==> src/rtl/adc_sequencer_pkg.sv <==
// Shared definitions for the oven ADC front-end sequencer: timing defaults,
// channel codes, FSM state encoding and BCD saturation value.
package adc_sequencer_pkg;

  localparam int DEF_WR_CYC  = 4;
  localparam int DEF_RD_CYC  = 3;
  localparam int DEF_TIMEOUT = 255;
  localparam int DEF_GAP_CYC = 16;

  localparam logic [1:0] ADC_CH_TEMP = 2'd0;
  localparam logic [1:0] ADC_CH_SETT = 2'd1;
  localparam logic [1:0] ADC_CH_TIME = 2'd2;

  localparam logic [7:0] BCD_SAT = 8'h99;

  typedef enum logic [2:0] {
    ST_IDLE,
    ST_START,
    ST_WAIT,
    ST_RD_HI,
    ST_RD_LO,
    ST_UPDATE
  } adc_state_t;

  // Scan order temp -> set_temp -> set_time -> temp.
  function automatic logic [1:0] next_ch(input logic [1:0] ch);
    return (ch == ADC_CH_TIME) ? ADC_CH_TEMP : ch + 2'd1;
  endfunction

endpackage

==> src/rtl/adc_sequencer_bin2bcd8.sv <==
// Sequential shift-add-3 binary to two-digit BCD converter.
// One start pulse converts bin; done pulses with the result 8 cycles later.
// Inputs above 99 give BCD_SAT.
module bin2bcd8
  import adc_sequencer_pkg::*;
(
  input  logic       clk,
  input  logic       rst,
  input  logic       start,
  input  logic [7:0] bin,
  output logic       done,
  output logic [7:0] bcd
);

  // {tens, units, binary}; a bit carried out of tens means the value exceeded 99
  logic [15:0] sreg;
  logic [15:0] adj;
  logic [3:0]  bit_cnt;
  logic        busy;
  logic        sat;

  // Add 3 to any BCD digit of 5 or more before the next shift.
  always_comb begin
    adj = sreg;
    if (sreg[11:8] >= 4'd5)
      adj[11:8] = sreg[11:8] + 4'd3;
    if (sreg[15:12] >= 4'd5)
      adj[15:12] = sreg[15:12] + 4'd3;
  end

  // Shift engine; sat accumulates every bit that leaves the tens digit.
  always_ff @(posedge clk) begin
    if (rst) begin
      sreg    <= '0;
      bit_cnt <= '0;
      busy    <= 1'b0;
      sat     <= 1'b0;
      done    <= 1'b0;
      bcd     <= '0;
    end else begin
      done <= 1'b0;
      if (start) begin
        sreg    <= {8'd0, bin};
        bit_cnt <= 4'd8;
        busy    <= 1'b1;
        sat     <= 1'b0;
      end else if (busy) begin
        sreg    <= {adj[14:0], 1'b0};
        bit_cnt <= bit_cnt - 4'd1;
        sat     <= sat | adj[15];
        if (bit_cnt == 4'd1) begin
          busy <= 1'b0;
          done <= 1'b1;
          bcd  <= (sat | adj[15]) ? BCD_SAT : adj[14:7];
        end
      end
    end
  end

endmodule

==> src/rtl/adc_sequencer.sv <==
// Front-end sequencer for the 4-bit-bus oven ADC. Scans temperature,
// temperature set-point and time set-point channels, reading each 8-bit
// result as two nibbles, and publishes filtered values to the oven FSM.
//
//  state  | meaning
//  IDLE   | inter-conversion gap, GAP_CYC cycles
//  START  | adc_wr_n low for WR_CYC cycles
//  WAIT   | wait for synced EOC falling edge, abort after TIMEOUT cycles
//  RD_HI  | adc_rd_n low, high nibble selected, latch after RD_CYC cycles
//  RD_LO  | one cycle with adc_rd_n high, then low nibble read like RD_HI
//  UPDATE | assemble sample and write the channel's output register
module adc_sequencer
  import adc_sequencer_pkg::*;
#(
  parameter int WR_CYC  = DEF_WR_CYC,
  parameter int RD_CYC  = DEF_RD_CYC,
  parameter int TIMEOUT = DEF_TIMEOUT,
  parameter int GAP_CYC = DEF_GAP_CYC
) (
  input  logic       clk,
  input  logic       rst,
  input  logic       adc_int_n,
  input  logic [3:0] adc_data,
  output logic       adc_wr_n,
  output logic       adc_rd_n,
  output logic       adc_nib,
  output logic [1:0] adc_ch,
  output logic [7:0] current_temp,
  output logic [7:0] set_temp,
  output logic [3:0] set_time,
  output logic [7:0] digit_adc,
  output logic       sample_valid,
  output logic       adc_err
);

  // Down-counter reload values: a state lasts (load + 1) cycles.
  localparam logic [7:0] GAP_LOAD   = 8'(GAP_CYC - 1);
  localparam logic [7:0] WR_LOAD    = 8'(WR_CYC - 1);
  localparam logic [7:0] TO_LOAD    = 8'(TIMEOUT - 1);
  localparam logic [7:0] RD_LOAD    = 8'(RD_CYC - 1);
  // RD_LO spends its first cycle with adc_rd_n still high.
  localparam logic [7:0] RD_LO_LOAD = 8'(RD_CYC);

  adc_state_t  state;
  logic [7:0]  cnt;
  logic        int_s1, int_s2, int_s3;
  logic        int_fall;
  logic [3:0]  nib_hi, nib_lo;
  logic [7:0]  sample;
  logic [9:0]  acc;
  logic [9:0]  acc_sum;
  logic [1:0]  acc_cnt;
  logic [3:0]  time_clamped;
  logic        bcd_start;
  logic        bcd_done;
  logic [7:0]  bcd_out;

  assign int_fall     = int_s3 & ~int_s2;
  assign sample       = {nib_hi, nib_lo};
  assign acc_sum      = acc + {2'b00, sample};
  assign time_clamped = (sample[7:4] == 4'd0) ? 4'd1 : sample[7:4];

  // Two-flop synchroniser plus one history flop for falling-edge detection.
  always_ff @(posedge clk) begin
    if (rst) begin
      int_s1 <= 1'b1;
      int_s2 <= 1'b1;
      int_s3 <= 1'b1;
    end else begin
      int_s1 <= adc_int_n;
      int_s2 <= int_s1;
      int_s3 <= int_s2;
    end
  end

  // Conversion FSM with shared down-counter, accumulator and output registers.
  always_ff @(posedge clk) begin
    if (rst) begin
      state        <= ST_IDLE;
      cnt          <= GAP_LOAD;
      adc_wr_n     <= 1'b1;
      adc_rd_n     <= 1'b1;
      adc_nib      <= 1'b1;
      adc_ch       <= ADC_CH_TEMP;
      nib_hi       <= '0;
      nib_lo       <= '0;
      acc          <= '0;
      acc_cnt      <= '0;
      current_temp <= '0;
      set_temp     <= '0;
      set_time     <= 4'd1;
      digit_adc    <= '0;
      sample_valid <= 1'b0;
      adc_err      <= 1'b0;
      bcd_start    <= 1'b0;
    end else begin
      sample_valid <= 1'b0;
      bcd_start    <= 1'b0;
      if (bcd_done)
        digit_adc <= bcd_out;

      case (state)
        ST_IDLE: begin
          if (cnt == 8'd0) begin
            state    <= ST_START;
            cnt      <= WR_LOAD;
            adc_wr_n <= 1'b0;
          end else begin
            cnt <= cnt - 8'd1;
          end
        end

        ST_START: begin
          if (cnt == 8'd0) begin
            state    <= ST_WAIT;
            cnt      <= TO_LOAD;
            adc_wr_n <= 1'b1;
          end else begin
            cnt <= cnt - 8'd1;
          end
        end

        ST_WAIT: begin
          if (int_fall) begin
            state    <= ST_RD_HI;
            cnt      <= RD_LOAD;
            adc_rd_n <= 1'b0;
            adc_nib  <= 1'b1;
          end else if (cnt == 8'd0) begin
            state   <= ST_IDLE;
            cnt     <= GAP_LOAD;
            adc_err <= 1'b1;
          end else begin
            cnt <= cnt - 8'd1;
          end
        end

        ST_RD_HI: begin
          if (cnt == 8'd0) begin
            nib_hi   <= adc_data;
            state    <= ST_RD_LO;
            cnt      <= RD_LO_LOAD;
            adc_rd_n <= 1'b1;
            adc_nib  <= 1'b0;
          end else begin
            cnt <= cnt - 8'd1;
          end
        end

        ST_RD_LO: begin
          if (cnt == 8'd0) begin
            nib_lo   <= adc_data;
            state    <= ST_UPDATE;
            adc_rd_n <= 1'b1;
            adc_nib  <= 1'b1;
          end else begin
            adc_rd_n <= 1'b0;
            cnt      <= cnt - 8'd1;
          end
        end

        ST_UPDATE: begin
          adc_err <= 1'b0;
          case (adc_ch)
            ADC_CH_TEMP: begin
              if (acc_cnt == 2'd3) begin
                current_temp <= acc_sum[9:2];
                acc          <= '0;
                acc_cnt      <= '0;
                sample_valid <= 1'b1;
                bcd_start    <= 1'b1;
              end else begin
                acc     <= acc_sum;
                acc_cnt <= acc_cnt + 2'd1;
              end
            end
            ADC_CH_SETT: begin
              set_temp     <= sample;
              sample_valid <= 1'b1;
            end
            ADC_CH_TIME: begin
              set_time     <= time_clamped;
              sample_valid <= 1'b1;
            end
            default: ;
          endcase
          adc_ch <= next_ch(adc_ch);
          state  <= ST_IDLE;
          cnt    <= GAP_LOAD;
        end

        default: begin
          state <= ST_IDLE;
          cnt   <= GAP_LOAD;
        end
      endcase
    end
  end

  bin2bcd8 u_bcd (
    .clk   (clk),
    .rst   (rst),
    .start (bcd_start),
    .bin   (current_temp),
    .done  (bcd_done),
    .bcd   (bcd_out)
  );

endmodule

==> config.mk <==
export PLATFORM = sky130hd
export DESIGN_NAME = adc_sequencer
export DESIGN_NICKNAME = d
export VERILOG_FILES = /design/src/rtl/adc_sequencer_pkg.sv /design/src/rtl/adc_sequencer_bin2bcd8.sv /design/src/rtl/adc_sequencer.sv
export SDC_FILE = /design/constraint.sdc
export NUM_CORES = 1
export LEC_CHECK = 0
export CORE_ASPECT_RATIO = 2
export CORE_MARGIN = 10
export CORE_UTILIZATION = 50
export DETAILED_ROUTE_END_ITERATION = 10
export PLACE_DENSITY = 0.7
export SLEW_MARGIN = 20
export SYNTH_ARGS = -nofsm -noshare
export SYNTH_HDL_FRONTEND = slang
export SYNTH_HIERARCHICAL = 1
export SYNTH_SLANG_ARGS = --single-unit
==> constraint.sdc <==
create_clock -name clk -period 5.7 [get_ports clk]
set_clock_uncertainty 0.1 [all_clocks]
set_input_delay 1.14 -clock clk [delete_from_list [all_inputs] [get_ports clk]]
set_output_delay 1.14 -clock clk [all_outputs]
set_load 0.05 [all_outputs]
* Word level (Yosys, flattened, before mapping)
Cells that the tools add are included.
** Cells by class
- $lt $le $gt $ge :: 2
- Add/subtract/negate cells :: 7
- Reductions and logical operators :: 26
- Equality and inequality tests :: 18
- Bitwise gates (word level) :: 7
- Multiplexer cells :: 40
** Operators with widths (number)
- $mux 8 :: 8
- $pmux 8 s4 :: 1
- $mux 4 :: 5
- $mux 3 :: 6
- $ne 2x2->1 const B :: 8
- $pmux 3 s5 :: 1
- $reduce_and 3->1 :: 5
- $mux 1 :: 11
- $add 10x8->10 :: 1
- $mux 10 :: 1
- $reduce_and 2->1 :: 5
- $add 4x2->4 const B :: 2
- $ge 4x3->1 const B :: 2
- $logic_not 8->1 :: 1
- $reduce_or 2->1 :: 4
- $sub 8x1->8 const B :: 1
- $eq 3x2->1 const B :: 2
- $eq 3x3->1 const B :: 2
- $pmux 1 s2 :: 3
- $pmux 1 s3 :: 2
- $reduce_bool 2->1 :: 3
- $reduce_or 3->1 :: 2
- $not 1->1 :: 5
- $reduce_and 5->1 :: 1
- other kinds (15) :: 18
** Storage, ports and cells
- Bits of input ports :: 7
- Bits in registers :: 101
- Output and inout port bits :: 35
- Logic and storage cells :: 128

* Longest topological paths before layout
Gate-level depths: netlist of run 1.
- Depth in word-level cells :: 4
- Gate-level depth with buffers :: 8
- Gate-level depth less buffers :: 7

* Modules after synthesis
Netlist of run 1, hierarchy kept.
** By module, submodules not included
- adc_sequencer :: cells each 396, sequential area each 1401.3 um2, area an instance 3407.0 um2, times used 1
- bin2bcd8 :: cells each 172, sequential area each 620.6 um2, area an instance 1515.2 um2, times used 1

* Least setup slack after synthesis of run 1
No wires, ideal clock.
- Path kind :: input to register
- Start point :: input port rst
- End point :: register adc_ch[0]
- Required time :: 5472 ps
- Library setup time :: 128 ps
- Stages on the path :: 4
- Path buffers :: 3
- Data arrival time :: 2019 ps
- Setup slack :: 3453 ps
- Cell sequence :: clkbuf_1 -> clkbuf_1 -> buf_1 -> nor2_1
** RTL lines
- start, declared :: RTL line adc_sequencer.sv:21 : input logic rst,
- end signal, assigned :: RTL line adc_sequencer.sv:187 : adc_ch <= next_ch(adc_ch);
- end, declared :: RTL line adc_sequencer.sv:27 : output logic [1:0] adc_ch,
No word-level cell between the ends.

* Final worst setup path of run 1
- Start point :: register current_temp[6]
- End point :: output port current_temp[6]
** RTL lines
- start, declared :: RTL line adc_sequencer.sv:28 : output logic [7:0] current_temp,
- start signal, assigned :: RTL line adc_sequencer.sv:167 : current_temp <= acc_sum[9:2];
No word-level cell between the ends.

==> reports/qor.csv, run 1 <==
stage;metric;value;unit
timing;slew_violations;0;
cts;htree_levels;3;
worst_setup_path;arrival;1.60;ns
detailed_routing;postRouteAntennaNets;0;
placement;dp_hpwl;8290;um
floorplan;dieArea;14500;um^2
cts;clkLatencyLatePin;0.35;ns
detailed_routing;drt-vias-per-instance;5.65;
global_routing;grt_pass1_vias;3977;
timing;fmax;352;MHz
worst_setup_path;max_stage_delay;0.84;ns
global_routing;overflow;0;
synth;synthFlopType;dfxtp_1;
layout;syn2layout_area_growth;15.0;%
floorplan;coreArea;9700;um^2
synth;yosys.cell_count.top_type;dfxtp_1;
synth;synth_area_leaders;dfxtp_1 41%, ha_1 5.8%, mux2i_1 5.5%;
global_routing;antenna_found_initial;0;
floorplan;initial_core_util;0.507;
timing;setup_viol;0;
power;p_per_area;244;nW/um^2
worst_setup_path;crit_type;flop to output pin;
timing;tightest_slew;0.848;ns
worst_setup_path;critical_path.startpoint_type;flop;
synth;synth_top_area_cell;dfxtp_1;
synth;ys_ff_latch;101;
floorplan;fp.dieH;160;um
placement;place_area;5350;um^2
timing;post-route-period-util;0.499;
cts;cts_hold_buffers;0;
timing;setup_tns;0;ns
global_routing;grt_pass1_wl;19000;um
floorplan;fp.dieW;90.2;um
worst_setup_path;crit_required;4.46;ns
layout;fin_cells;724;
job;cap_violations;0;
layout;final_nets;618;
synth;synth-seq-area-share;0.411;
worst_setup_path;path_delay_family;buffers and inverters;
synth;synth_top_area_share;0.411;
global_routing;grt_max_degree;88;
synth;synth_area;4920;um^2
synth;synth_commonest_cells;101 x dfxtp_1, 71 x nor2_1, 52 x a21oi_1;
detailed_routing;first_pass_iters;4;
cts;cts_sinks;101;
layout;drive_above_1_share;0.0642;
detailed_routing;num_vias;4091;
floorplan;rows;51;
detailed_routing;drtIter0Drc;246;
power;leakage;2.13;nW
synth;synthArstFlopShare;0;
hold_path;hp-class;flop to flop;
layout;utilization;0.584;
placement;gp_congestion;0.858;
worst_setup_path;slowest_stage;clkdlybuf4s50_1;
placement;place_inst;708;
synth;synth_edf_count;0;
detailed_routing;wl_per_cell;15.6;um
worst_setup_path;critPathBufInv;1;
floorplan;ioPinCount;42;
layout;antenna_cells;0;
cts;tritoncts;done;
synth;netlist_instances;568;
run_status;outcome;completed;
cts;cts.clk_slew.worst_paths;0.07;ns
power;p_total;1.38;mW
global_routing;grt_usage;0.157;
placement;portBuffers;41;
synth;yosys_warnings;6;
synth;syn_nets;599;
timing;finalCriticalPeriod;2.84;ns
power;vdd_drop_max;0.173;mV
cts;cts_buffers;9;
timing;rsz0062_at_grt;no;
worst_setup_path;critPathCaptureType;output pin;
cts;postCtsSetupRepairBufs;0;
cts;cts_root_buf;clkbuf_16;
layout;final_area;5660;um^2
cts;post_cts_resized;0;
worst_setup_path;crit_path_cell_trace;clkdlybuf4s50_1;
timing;hold_viol_final;0;
worst_setup_path;path_max_fanout;3;
detailed_routing;drt-total-wl;11300;um
detailed_routing;drc;0;
synth;syn_avg_cell_area;8.67;um^2
cts;cts_buffer_depth;2;
synth;synth_cell_types;65;
timing;slew_headroom;0.435;
## cell usage in the layout, fill, tap and decap left out, types with 7 or more instances in the layout
master           instances
xor2_1                   7
o21ai_0                 15
nor3_1                  13
nand2_1                 51
mux2i_1                 27
a21oi_1                 52
nand3_1                 13
clkdlybuf4s50_1         40
clkbuf_16                9
a211oi_1                12
ha_1                    23
nand2b_1                 9
dfxtp_1                101
nor2_1                  71
inv_1                   18
nor3b_1                  9
## worst paths after layout
path | from | endpoint | slack (ns) | cells past startpoint
max reg2reg | state[2] | acc[7] | 2.94 | 4
max | current_temp[6] | current_temp[6] | 2.86 | 1
min reg2reg | int_s1 | int_s2 | 0.32 | 1
min | int_s1 | int_s2 | 0.32 | 1
## worst reg2reg max path, stage by stage, from the launching register on
cell and delay, ns:
dfxtp_1 0.77, and3b_1 0.58, nand2_1 0.52, or4_1 0.56, o211ai_1 0.16
## cells by family after synthesis
group                      synth area share
AOI/OAI and AO/OA                     0.186
and+or+nand+nor                       0.217
buffers and inverters                0.0463
DFF                                   0.411
xor gates and xnor gates             0.0231
adders and majority gates            0.0625
muxes                                0.0549
## stage by stage
| stage | worst slack, ns | hold WS, ns |
|---|---|---|
| finish | 2.86 | 0.316 |
| global placement | 3.05 | 0.302 |
| global route | 2.68 | 0.325 |
| floorplan | 3.45 | 0.289 |
| CTS | 2.83 | 0.317 |
| detailed placement | 2.98 | 0.299 |
## final cells by class
type                       instances  area [um^2]
multi-input combinational        413         2670
clock inverter                     6         71.3
timing repair buffer              43          420
clock buffer                      10          239
fill                             901         4040
inverter                          19         71.3
tap                              132          165
sequential                       101         2020
## per-layer routing
layer | track usage | wire length [um] | vias up
met5 | 0 | 0 | -
met4 | 0.0764 | 337 | 0
met3 | 0.0369 | 442 | 20
met2 | 0.295 | 6150 | 72
met1 | 0.155 | 4400 | 1952
li1 | - | - | 2047
## report_power, final
group          leakage (nW)  internal [mW]  switching, mW
clock network         0.145          0.355          0.268
registers             0.815          0.711        0.00631
logic                  1.17         0.0173         0.0259
total                  2.13           1.08          0.300
## state kept, by name, summed over array words and instances, names as in the netlist, 3 cells and up
| register | flops |
|---|---|
| u_bcd/sreg | 16 |
| acc | 10 |
| cnt | 8 |
| current_temp | 8 |
| digit_adc | 8 |
| set_temp | 8 |
| u_bcd/bcd | 8 |
| nib_hi | 4 |
| nib_lo | 4 |
| set_time | 4 |
| u_bcd/bit_cnt | 4 |
| state | 3 |
(Power assumes the default switching activity.)
==> inputs of run 2 (changes only) <==
--- a/config.mk
+++ b/config.mk
@@ -9,7 +9,7 @@
 export CORE_MARGIN = 10
 export CORE_UTILIZATION = 50
 export DETAILED_ROUTE_END_ITERATION = 10
-export PLACE_DENSITY = 0.7
+export PLACE_DENSITY = 0.73
 export SLEW_MARGIN = 20
 export SYNTH_ARGS = -nofsm -noshare
 export SYNTH_HDL_FRONTEND = slang
==> constraint.sdc (replaced) <==
create_clock -name clk -period 2.49 [get_ports clk]
set_clock_uncertainty 0.1 [all_clocks]
set_input_delay 0.498 -clock clk [delete_from_list [all_inputs] [get_ports clk]]
set_output_delay 0.498 -clock clk [all_outputs]
set_load 0.05 [all_outputs]
==> run 2 against run 1 <==
  * First-iteration DRC count shrank 11%
  * Register-to-register slack got worse by 2.8 ns
  * Count of clock-buffer cells in the layout is the same
  * Largest power group unchanged
  * Flip-flop and latch count did not move
  * Worst setup slack lost 2.7 ns
  * Clock power up 140%
  * Largest cell class unchanged
  * Highest routed layer unchanged
  * Combinational power rose by 140%
  * Critical path depth grew 6
  * Critical path type is now flop to flop
  * Final area grew 1.7%
==> reports/qor.csv, run 2 (synthesis gave the netlist of run 1 again) <==
stage;metric;value;unit
run_status;outcome;completed;
floorplan;rows;51;
power;leakage;2.19;nW
floorplan;initial_core_util;0.507;
cts;cts_sinks;101;
power;p_sw_frac;0.213;
detailed_routing;drc;0;
detailed_routing;num_vias;4170;
floorplan;coreArea;9700;um^2
cts;cts_buffers;9;
job;cap_violations;0;
global_routing;grt_pass1_wl;19000;um
power;vdd_drop_max;0.409;mV
worst_setup_path;slowest_stage;and2_1;
placement;place_ws;0.208;ns
global_routing;grt_pass1_vias;4099;
cts;cts_hold_buffers;0;
floorplan;ioPinCount;42;
hold_path;min_path_cells;1;
cts;cts.clk_slew.worst_paths;0.07;ns
power;seqPwrFrac;0.504;
global_routing;overflow;0;
placement;dp_hpwl;8590;um
timing;hold_viol_final;0;
timing;setup_viol;0;
detailed_routing;first_pass_iters;4;
timing;whs;0.320;ns
timing;setup_tns;0;ns
cts;clkLatencyLatePin;0.35;ns
layout;fillers;882;
cts;tritoncts;done;
worst_setup_path;path_max_fanout;11;
layout;final_area;5760;um^2
layout;top_regs;u_bcd/sreg: 16 flops, acc: 10 flops;
layout;antenna_cells;0;
cts;post_cts_resized;0;
layout;fin_cells;733;
cts;htree_levels;3;
global_routing;antenna_found_initial;0;
global_routing;grt_usage;0.158;
placement;place_area;5430;um^2
layout;seq_area;2020;um^2
cts;cts_buffer_depth;2;
power;p_per_area;565;nW/um^2
worst_setup_path;max_stage_delay;0.49;ns
worst_setup_path;crit_required;2.62;ns
power;power_frac_clock;0.464;
layout;multi_input_area;2670;um^2
detailed_routing;wl_met1;4460;um
detailed_routing;drt-total-wl;11700;um
detailed_routing;postRouteAntennaNets;0;
timing;setup_ws;0.113;ns
worst_setup_path;critical_path.startpoint_type;flop;
detailed_routing;wl_met2;6390;um
worst_setup_path;critPathCaptureType;flop;
power;p_total;3.25;mW
detailed_routing;wl_met3;482;um
detailed_routing;drtIter0Drc;219;
worst_setup_path;reg2reg_depth;7;
timing;slew_headroom;0.546;
placement;gp_congestion;0.878;
layout;drive_above_1_share;0.0765;
cts;postCtsSetupRepairBufs;0;
layout;regMostFlops;u_bcd/sreg;
layout;largest_reg_flops;16;
layout;syn2layout_area_growth;17.0;%
detailed_routing;wl_per_cell;16.0;um
worst_setup_path;crit_path_cell_trace;inv_1 -> ha_1 -> nor3b_1 -> and2_1 -> nand3_2 -> mux2i_1 -> nor2_1;
power;intPower;2.56;mW
global_routing;grt_max_degree;88;
cts;cts_root_buf;clkbuf_16;
timing;post-route-period-util;0.955;
timing;fmax;421;MHz
worst_setup_path;crit_type;flop to flop;
timing;tightest_slew;0.681;ns
layout;utilization;0.594;
power;switchingPower;693;uW
floorplan;fp.dieH;160;um
detailed_routing;dr.max_layer_used;met4;
layout;final_nets;627;
hold_path;hp-class;flop to flop;
timing;finalCriticalPeriod;2.38;ns
placement;place_inst;717;
power;pwr-share-comb;0.032;
floorplan;dieArea;14500;um^2
layout;layout_commonest_cell;dfxtp_1;
placement;portBuffers;41;
layout;final_cell_mix;101 x dfxtp_1, 71 x nor2_1, 52 x a21oi_1, 51 x nand2_1, 40 x clkdlybuf4s50_1;
timing;slew_violations;0;
detailed_routing;drt-vias-per-instance;5.69;
worst_setup_path;arrival;2.50;ns
floorplan;fp.dieW;90.2;um
timing;rsz0062_at_grt;no;
==> run 2: path summary, 6_finish.rpt <==
| check | from | end | slack (ns) |
|---|---|---|---|
| worst max-delay path | cnt[0] | nib_lo[0] | 0.11 |
| worst min-delay path | int_s1 | int_s2 | 0.32 |
| worst max register to register | cnt[0] | nib_lo[0] | 0.11 |
| worst min register to register | int_s1 | int_s2 | 0.32 |
==> run 2: cell type report <==
cell class	count	area share
clock buffer	10	0.0398
inverter	19	0.0124
timing repair buffer	52	0.0869
sequential	101	0.351
clock inverter	6	0.0167
multi-input combinational	413	0.464
tap	132	0.0287
==> run 2: worst max-delay path: cells and delay by family, from the launching register on <==
kind	cells	cell delay (ns)
and+or+nand+nor	4	1.30
DFF	1	0.36
muxes	1	0.25
adders and majority gates	1	0.16
buffers and inverters	1	0.10
==> run 2: power by group through the flow <==
stage / clock network, mW / logic [mW] / registers (mW)
global route: 1.61 / 0.113 / 1.64
finish: 1.51 / 0.103 / 1.64
global placement: 0 / 0.101 / 1.68
CTS: 1.55 / 0.103 / 1.64
detailed placement: 0 / 0.102 / 1.68
floorplan: 0 / 0.0710 / 1.67
==> run 2: routing by layer <==
metal  global-route usage  vias up
met5                    0        -
met4               0.0830        0
met3               0.0397       25
met2                0.306      102
met1                0.146     1977
li1                     -     2066
